$ cat config.mk
export PLATFORM = sky130hd
export DESIGN_NAME = display_timings
export DESIGN_NICKNAME = d
export VERILOG_FILES = /design/src/rtl/display_timings.sv
export SDC_FILE = /design/constraint.sdc
export NUM_CORES = 1
export LEC_CHECK = 0
export BUFFER_PORTS_ARGS = -buffer_cell sky130_fd_sc_hd__buf_4
export CORE_ASPECT_RATIO = 0.7
export CORE_MARGIN = 1.5
export CORE_UTILIZATION = 50
export CTS_BUF_LIST = sky130_fd_sc_hd__clkbuf_4 sky130_fd_sc_hd__clkbuf_8
export CTS_CLUSTER_DIAMETER = 150
export DETAILED_ROUTE_END_ITERATION = 10
export GPL_TIMING_DRIVEN = 0
export PLACE_DENSITY_LB_ADDON = 0.08
export SLEW_MARGIN = 20
export SYNTH_ARGS = -nofsm -noshare
export SYNTH_HDL_FRONTEND = slang
export SYNTH_SLANG_ARGS = --single-unit
$ cat constraint.sdc
create_clock -name clk -period 6.04 [get_ports clk]
set_input_delay 0.302 -clock clk [delete_from_list [all_inputs] [get_ports clk]]
set_output_delay 0.302 -clock clk [all_outputs]
set_load 0.1 [all_outputs]
$ cat src/rtl/display_timings.sv
// ---------------------------------------------------------------------------
// display_timings
//   Raster timing generator (default 640x480@60). Walks a pixel position
//   (sx, sy) across the full raster, including blanking. It decodes the
//   horizontal and vertical sync, data enable, and one-clock line/frame
//   pulses from that position. Every output is registered from the *next*
//   coordinate, so all outputs describe the same pixel on every cycle.
//
// Ports
//   clk    in   1      system clock
//   rst_n  in   1      asynchronous reset, active-low
//   pix_en in   1      pixel advance enable (tied high or sub-rate strobe)
//   sx     out  CORDW  horizontal position, 0..H_TOTAL-1
//   sy     out  CORDW  vertical position, 0..V_TOTAL-1
//   hsync  out  1      horizontal sync, active level H_POL
//   vsync  out  1      vertical sync, active level V_POL
//   de     out  1      data enable, high inside the active area
//   frame  out  1      one-clk pulse on entering (0, V_RES)
//   line   out  1      one-clk pulse on entering sx == 0
// ---------------------------------------------------------------------------
module display_timings #(
    parameter int unsigned CORDW  = 10,
    parameter int unsigned H_RES  = 640,
    parameter int unsigned H_FP   = 16,
    parameter int unsigned H_SYNC = 96,
    parameter int unsigned H_BP   = 48,
    parameter int unsigned V_RES  = 480,
    parameter int unsigned V_FP   = 10,
    parameter int unsigned V_SYNC = 2,
    parameter int unsigned V_BP   = 33,
    parameter logic        H_POL  = 1'b0,
    parameter logic        V_POL  = 1'b0
) (
    input  logic             clk,
    input  logic             rst_n,
    input  logic             pix_en,
    output logic [CORDW-1:0] sx,
    output logic [CORDW-1:0] sy,
    output logic             hsync,
    output logic             vsync,
    output logic             de,
    output logic             frame,
    output logic             line
);

    localparam int unsigned H_TOTAL  = H_RES + H_FP + H_SYNC + H_BP;
    localparam int unsigned V_TOTAL  = V_RES + V_FP + V_SYNC + V_BP;
    localparam int unsigned H_HS_BEG = H_RES + H_FP;
    localparam int unsigned H_HS_END = H_RES + H_FP + H_SYNC;
    localparam int unsigned V_VS_BEG = V_RES + V_FP;
    localparam int unsigned V_VS_END = V_RES + V_FP + V_SYNC;

    logic [CORDW-1:0] r_sx;
    logic [CORDW-1:0] r_sy;
    logic             r_hsync;
    logic             r_vsync;
    logic             r_de;
    logic             r_frame;
    logic             r_line;

    logic [CORDW-1:0] w_sx_nxt;
    logic [CORDW-1:0] w_sy_nxt;
    logic             w_hs_act;
    logic             w_vs_act;
    logic             w_de_nxt;
    logic             w_line_nxt;
    logic             w_frame_nxt;

    // Next raster position: wrap x at end of line, then y at end of frame
    always_comb begin
        w_sx_nxt = r_sx + CORDW'(1);
        w_sy_nxt = r_sy;
        if (r_sx == CORDW'(H_TOTAL - 1)) begin
            w_sx_nxt = '0;
            if (r_sy == CORDW'(V_TOTAL - 1)) begin
                w_sy_nxt = '0;
            end else begin
                w_sy_nxt = r_sy + CORDW'(1);
            end
        end
    end

    // Decode strobes from the next position so they land with sx/sy
    always_comb begin
        w_hs_act    = (w_sx_nxt >= CORDW'(H_HS_BEG)) && (w_sx_nxt < CORDW'(H_HS_END));
        w_vs_act    = (w_sy_nxt >= CORDW'(V_VS_BEG)) && (w_sy_nxt < CORDW'(V_VS_END));
        w_de_nxt    = (w_sx_nxt < CORDW'(H_RES)) && (w_sy_nxt < CORDW'(V_RES));
        w_line_nxt  = (w_sx_nxt == '0);
        w_frame_nxt = (w_sx_nxt == '0) && (w_sy_nxt == CORDW'(V_RES));
    end

    // Reset parks on the last pixel so the first advance enters (0,0)
    always_ff @(posedge clk or negedge rst_n) begin
        if (!rst_n) begin
            r_sx    <= CORDW'(H_TOTAL - 1);
            r_sy    <= CORDW'(V_TOTAL - 1);
            r_hsync <= ~H_POL;
            r_vsync <= ~V_POL;
            r_de    <= 1'b0;
            r_frame <= 1'b0;
            r_line  <= 1'b0;
        end else if (pix_en) begin
            r_sx    <= w_sx_nxt;
            r_sy    <= w_sy_nxt;
            r_hsync <= w_hs_act ? H_POL : ~H_POL;
            r_vsync <= w_vs_act ? V_POL : ~V_POL;
            r_de    <= w_de_nxt;
            r_frame <= w_frame_nxt;
            r_line  <= w_line_nxt;
        end else begin
            // Pulses must not stretch across stalled cycles
            r_frame <= 1'b0;
            r_line  <= 1'b0;
        end
    end

    assign sx    = r_sx;
    assign sy    = r_sy;
    assign hsync = r_hsync;
    assign vsync = r_vsync;
    assign de    = r_de;
    assign frame = r_frame;
    assign line  = r_line;

endmodule
==> results of run 1 <==
-- cells in the final DEF, fill, tap and decap left out, drive strengths merged, types with 2 or more instances in the layout --
master and count:
a21boi 2, buf 36, mux2 2, nor4b 4, o21ai 15, xnor2 8
clkbuf 13, nor4 2, nor3 5, ha 4, a31oi 4, a21oi 9
nand4 8, nand3 14, dfrtp 13, o2111ai 2, or4 2, or3 7
o31ai 8, nor2b 2, dfstp 12, or4b 2, nor2 15, nand2 24
and4 2, xor2 3, inv 7, and3 5
-- synthesized netlist by cell type, types with 3 or more instances --
master    number  share of area [%]
nand2_1       24                4.9
nor2_1        15                3.1
nand3_1       14                3.8
dfrtp_1       13                 18
dfstp_2       12                 17
o21ai_1       10                2.7
clkbuf_1       9                1.9
a21oi_1        8                2.2
buf_2          8                2.2
nand4_1        8                2.7
o31ai_1        8                3.3
xnor2_1        8                3.8
inv_1          7                1.4
or3_1          7                2.4
and3_1         5                1.7
o21ai_0        5                1.4
a31oi_1        4                1.4
ha_1           4                2.7
nor3_1         3               0.82
xor2_1         3                1.4
-- per-stage QoR --
stage / utilization [%] / worst slack, ns / std cells
after floorplan: - / 3.44 / 213
after global placement: 59.4 / 3.46 / 290
after detailed placement: 59.4 / 3.45 / 290
after CTS: 61.1 / 3.42 / 295
after global routing: 61.1 / 3.21 / 295
final: 61.1 / 3.40 / 295
-- cell families (layout without fill, tap and decap cells) --
| logic type | count (synthesis) | in the layout | share of synthesized area (%) |
|---|---|---|---|
| AND/OR/NAND/NOR | 97 | 97 | 31.9 |
| AO/OA/AOI/OAI | 48 | 48 | 17.0 |
| flip-flops | 25 | 25 | 35.2 |
| buffers and inverters | 25 | 57 | 6.11 |
| XOR/XNOR | 11 | 11 | 5.29 |
| adder cells (fa/ha/maj) | 4 | 4 | 2.75 |
| multiplexers | 3 | 3 | 1.79 |
-- cell type report --
type | instances | area share (%)
flip-flops and latches | 25 | 29.9
plain buffers | 18 | 3.97
repair buffers | 28 | 9.91
clock buffers | 4 | 2.27
multi-input cells | 163 | 49.9
well taps | 50 | 2.92
inverters | 7 | 1.22
-- metal layers --
metal	vias to the layer above	track usage, %
met5	-	0
met4	0	6.25
met3	5	4.57
met1	828	40.3
li1	854	-
met2	61	33.2
-- state kept, by name, indices dropped and copies added, names as in the netlist --
signal	count
de	1
frame	1
hsync	1
line	1
sx	10
sy	10
vsync	1
-- power breakdown --
part	switching [mW]	internal (mW)	leakage [nW]
logic	0.276	0.0941	0.547
clock network	0.0540	0.0517	0.0262
registers	0.0209	0.202	0.304
total	0.351	0.348	0.877
-- worst paths after layout --
kind	endpoint	startpoint	slack, ns
worst max-delay path	vsync$_DFFE_PN1P_	sx[0]$_DFFE_PN1P_	3.40
worst min-delay path	line$_DFF_PN0_	pix_en	0.38
worst max register to register	vsync$_DFFE_PN1P_	sx[0]$_DFFE_PN1P_	3.40
worst min register to register	hsync$_DFFE_PN1P_	hsync$_DFFE_PN1P_	0.49
max in group asynchronous	sx[4]$_DFFE_PN1P_	rst_n	5.26
min in group asynchronous	sy[5]$_DFFE_PN0P_	rst_n	0.49
-- tightest hold or removal path, delay by kind of cell --
family	cells	cell delay [ns]
buffers and inverters	1	0.13
AND/OR/NAND/NOR	2	0.18
-- timing repair --
| action | 4_1_cts | 5_1_grt |
|---|---|---|
| buffers inserted | 0 | 0 |
| hold buffers | 1 | 0 |
| hold endpoints to repair | 13 | 0 |
==> impl_metrics.tcl, run 1 <==
set metrics [dict create \
    p_total_mw 0.699 \
    syn_inst 213 \
    design.core.area_sq_um 3510 \
    clock_latency_ns 0.27 \
    first_global_vias 1537 \
    synth_warnings 0 \
    met3_wirelength_um 279 \
    diodes 0 \
    period_minus_slack_ns 2.64 \
    cp_slowest_cell "dfstp_2" \
    finalHoldViolCount 0 \
    drc 0 \
    dieHeight_um 53.5 \
    highest_layer "met4" \
    ys_ff_latch 25 \
    slew_headroom_pct 65.6 \
    dieArea_sq_um 4020 \
    setup_viol 0 \
    drv_cap 0 \
    die_w_um 75.1 \
    tns_ns 0 \
    holdPathStages 3 \
    post-route-period-util_pct 43.7 \
    async_flop_share_pct 100 \
    clockRootBuffer "clkbuf_8" \
    initial_utilization_pct 51.9 \
    cts_resized 0 \
    syn_to_final_growth_pct 17.8 \
    synth_cell_types 51 \
    path_common_cell "a31oi_1" \
    ys.flop_type "dfrtp_1" \
    cts_tree "yes" \
    drive_gt1_share_pct 25.7 \
    register_area_sq_um 641 \
    ios 28 \
    path_cells "ha_1, and4_1, clkbuf_1, nand3_1, nor4_2, xor2_1, a31oi_1, a31oi_1" \
    max_stage_delay_ns 0.61 \
    syn_nets 220 \
    end_kind "flop" \
    hold_path.class "primary input to flop" \
    io_buffers 27 \
    crit_type "flop to flop" \
    place.gp.congestion 0.888 \
    cts_buffers 3 \
    rsz0062_at_grt "no" \
    wl_per_cell_um 15.2 \
    viasPerCell 5.93 \
    powerDensity_nw_per_um2 326 \
    fillers 337 \
    path_buf_inv 1 \
    fmax_ghz 0.378 \
    drt_wl_total_um 4480 \
    cp_max_fo 7 \
    critical_path.top_delay_family "simple AND/OR/NAND/NOR gates" \
    gr-total-overflow 0 \
    rows 18 \
    leakagePower_nw 0.877 \
    clk_path_buf_depth 2 \
    arrival_ns 2.84 \
    path_depth 8 \
    netlist_area_sq_um 1820 \
    postRouteAntennaNets 0 \
    nets 253 \
    vdd_drop_max_v 0.000373 \
    startpoint_type "flop" \
    worst_pin_slew_ns 0.515 \
    dpl_cell_area_sq_um 2090 \
    antenna_found_initial 0 \
    fin_worst_skew_ns 0.00552 \
    clk_pin_slew_worst_paths_ns 0.09 \
    first_pass_iters 5 \
    dp_hpwl_um 3230 \
    drt_iter0_markers 195 \
    grt_max_degree 26 \
    vias 1748 \
    ys_seq_area_share_pct 35.2 \
    slew_viol_final 0 \
    avgSynthCellArea_sq_um 8.55 \
    worstPathRequired_ns 6.24 \
    clock_sinks 25 \
    synth_edf_count 0 \
    status "completed" \
    h-tree-depth 1 \
    grt_pass1_wl_um 7470 \
    grtUsageTotal_pct 25.0 \
    multiInputGateArea_sq_um 1070 \
    final_cell_area_sq_um 2150 \
    worstRegToRegCells 8 \
    drt-met1-wl_um 2390 \
    holdWs_ns 0.379 \
    wl_met2_um 1790 \
]
(Power assumes the default switching activity.)
==> run 2: changes to the inputs <==
clock period = 2.1 ns   (was 6.04 ns; I/O delays follow)
==> impl_metrics.tcl, run 2 (synthesized netlist as in run 1, its figures left out) <==
set metrics [dict create \
    status "finished, violations left" \
    violations "setup timing" \
    antenna_found_initial 0 \
    met2_usage_pct 38.3 \
    drt_iter0_markers 194 \
    dp_hpwl_um 3300 \
    powerDensity_nw_per_um2 856 \
    clock_latency_ns 0.27 \
    finalHoldViolCount 0 \
    dpl_cell_area_sq_um 2200 \
    holdWs_ns 0.245 \
    hold_path.class "primary input to flop" \
    end_kind "flop" \
    design.core.area_sq_um 3510 \
    cts_tree "yes" \
    tns_ns -0.203 \
    drc 0 \
    layout_commonest_cell "buf_4" \
    drv_cap 0 \
    gr-total-overflow 0 \
    met3_usage_pct 5.14 \
    busiest_layer "met1" \
    clk_path_buf_depth 2 \
    dieHeight_um 53.5 \
    drive_gt1_share_pct 45.3 \
    fillers 267 \
    period_minus_slack_ns 2.20 \
    cp_slowest_cell "dfstp_4" \
    ios 28 \
    startpoint_type "flop" \
    mostFrequentLayoutCells "buf_4 (51), nand2_1 (23), nor2_1 (15)" \
    fmax_ghz 0.454 \
    clk_pin_slew_worst_paths_ns 0.09 \
    register_area_sq_um 692 \
    rows 18 \
    setup_viol 5 \
    slew_viol_final 0 \
    first_global_vias 1622 \
    first_pass_iters 5 \
    leakagePower_nw 1.04 \
    drt_wl_total_um 5180 \
    post-route-period-util_pct 105 \
    dieArea_sq_um 4020 \
    setup_ws_ns -0.103 \
    grt_max_degree 26 \
    initial_utilization_pct 51.9 \
    diodes 0 \
    syn_to_final_growth_pct 41.6 \
    h-tree-depth 1 \
    multiInputGateArea_sq_um 1230 \
    cp_max_fo 4 \
    rsz0062_at_grt "yes" \
    final_cell_area_sq_um 2580 \
    slew_headroom_pct 64.6 \
    wl_per_cell_um 16.3 \
    crit_type "flop to flop" \
    vias 1874 \
    path_buf_inv 0 \
    grtUsageTotal_pct 26.3 \
    postRouteAntennaNets 0 \
    worst_pin_slew_ns 0.530 \
    vdd_drop_max_v 0.000966 \
    nets 275 \
    critical_path.top_delay_family "simple AND/OR/NAND/NOR gates" \
    clock_sinks 25 \
    io_buffers 27 \
    grt_pass1_wl_um 7950 \
    gr-usage-met1_pct 40.9 \
    worstPathRequired_ns 2.31 \
    fin_worst_skew_ns 0.00186 \
    clockRootBuffer "clkbuf_8" \
    path_cells "or4b_4, nor3_4, o211ai_1, o31ai_2, nor4b_4, o211a_1" \
    cts_buffers 3 \
    die_w_um 75.1 \
    place.gp.congestion 0.901 \
    arrival_ns 2.41 \
    viasPerCell 5.91 \
    max_stage_delay_ns 0.65 \
]
==> run 2: final cells by class <==
type                       instances  area share (%)
clock buffer                       4            1.89
inverter                           7            1.12
sequential                        25            26.8
multi-input combinational        163            47.8
tap                               50            2.42
timing repair buffer              52            15.4
buffer                            16            4.56
==> run 2: through the flow <==
stage / utilization, % / instances / total power [mW] / setup slack (ns)
final: 73.4 / 317 / 2.21 / -0.103
after global routing: 73.4 / 317 / 2.31 / -0.170
after CTS: 70.1 / 312 / 2.17 / -0.0662
after detailed placement: 62.7 / 290 / 1.79 / -0.286
after global placement: 62.7 / 290 / 1.79 / -0.277
after floorplan: - / 213 / 1.60 / -0.192
==> run 2: layer usage <==
| layer | vias to the layer above | part of all wire (%) |
|---|---|---|
| met4 | 0 | 0 |
| met5 | - | 0 |
| met3 | 0 | 8.8 |
| met1 | 896 | 47 |
| met2 | 83 | 44 |
| li1 | 895 | - |
==> run 2: what timing repair did <==
item | in CTS | in global routing
setup endpoints to repair | 13 | 14
buffers inserted | 18 | 6
pin swaps | 11 | 8
endpoints found under the hold margin | 13 | 0
hold buffers | 1 | 0
resized for setup | 16 | 21
==> run 2: power by group <==
group          switching, mW  internal [mW]  leakage (nW)
Sequential            0.0635          0.617         0.293
Clock                  0.152          0.149        0.0262
Combinational          0.852          0.377         0.719
Total                   1.07           1.14          1.04
==> run 2: path summary, 6_finish.rpt <==
check	startpoint	end	slack, ns	depth (start not counted)
setup reg to reg	sx[8]$_DFFE_PN1P_	frame$_DFF_PN0_	-0.10	6
hold reg to reg	hsync$_DFFE_PN1P_	hsync$_DFFE_PN1P_	0.49	2
hold / removal	pix_en	sy[3]$_DFFE_PN1P_	0.24	4
setup / recovery	sx[8]$_DFFE_PN1P_	frame$_DFF_PN0_	-0.10	6
min in group asynchronous	rst_n	sx[7]$_DFFE_PN0P_	0.27	2
max in group asynchronous	rst_n	vsync$_DFFE_PN1P_	1.53	2
==> run 2: worst min-delay path, delay by kind of cell <==
| family | cells | cell delay, ns |
|---|---|---|
| buf+inv | 1 | 0.13 |
| simple gates | 1 | 0.10 |
| compound gates | 2 | 0.14 |
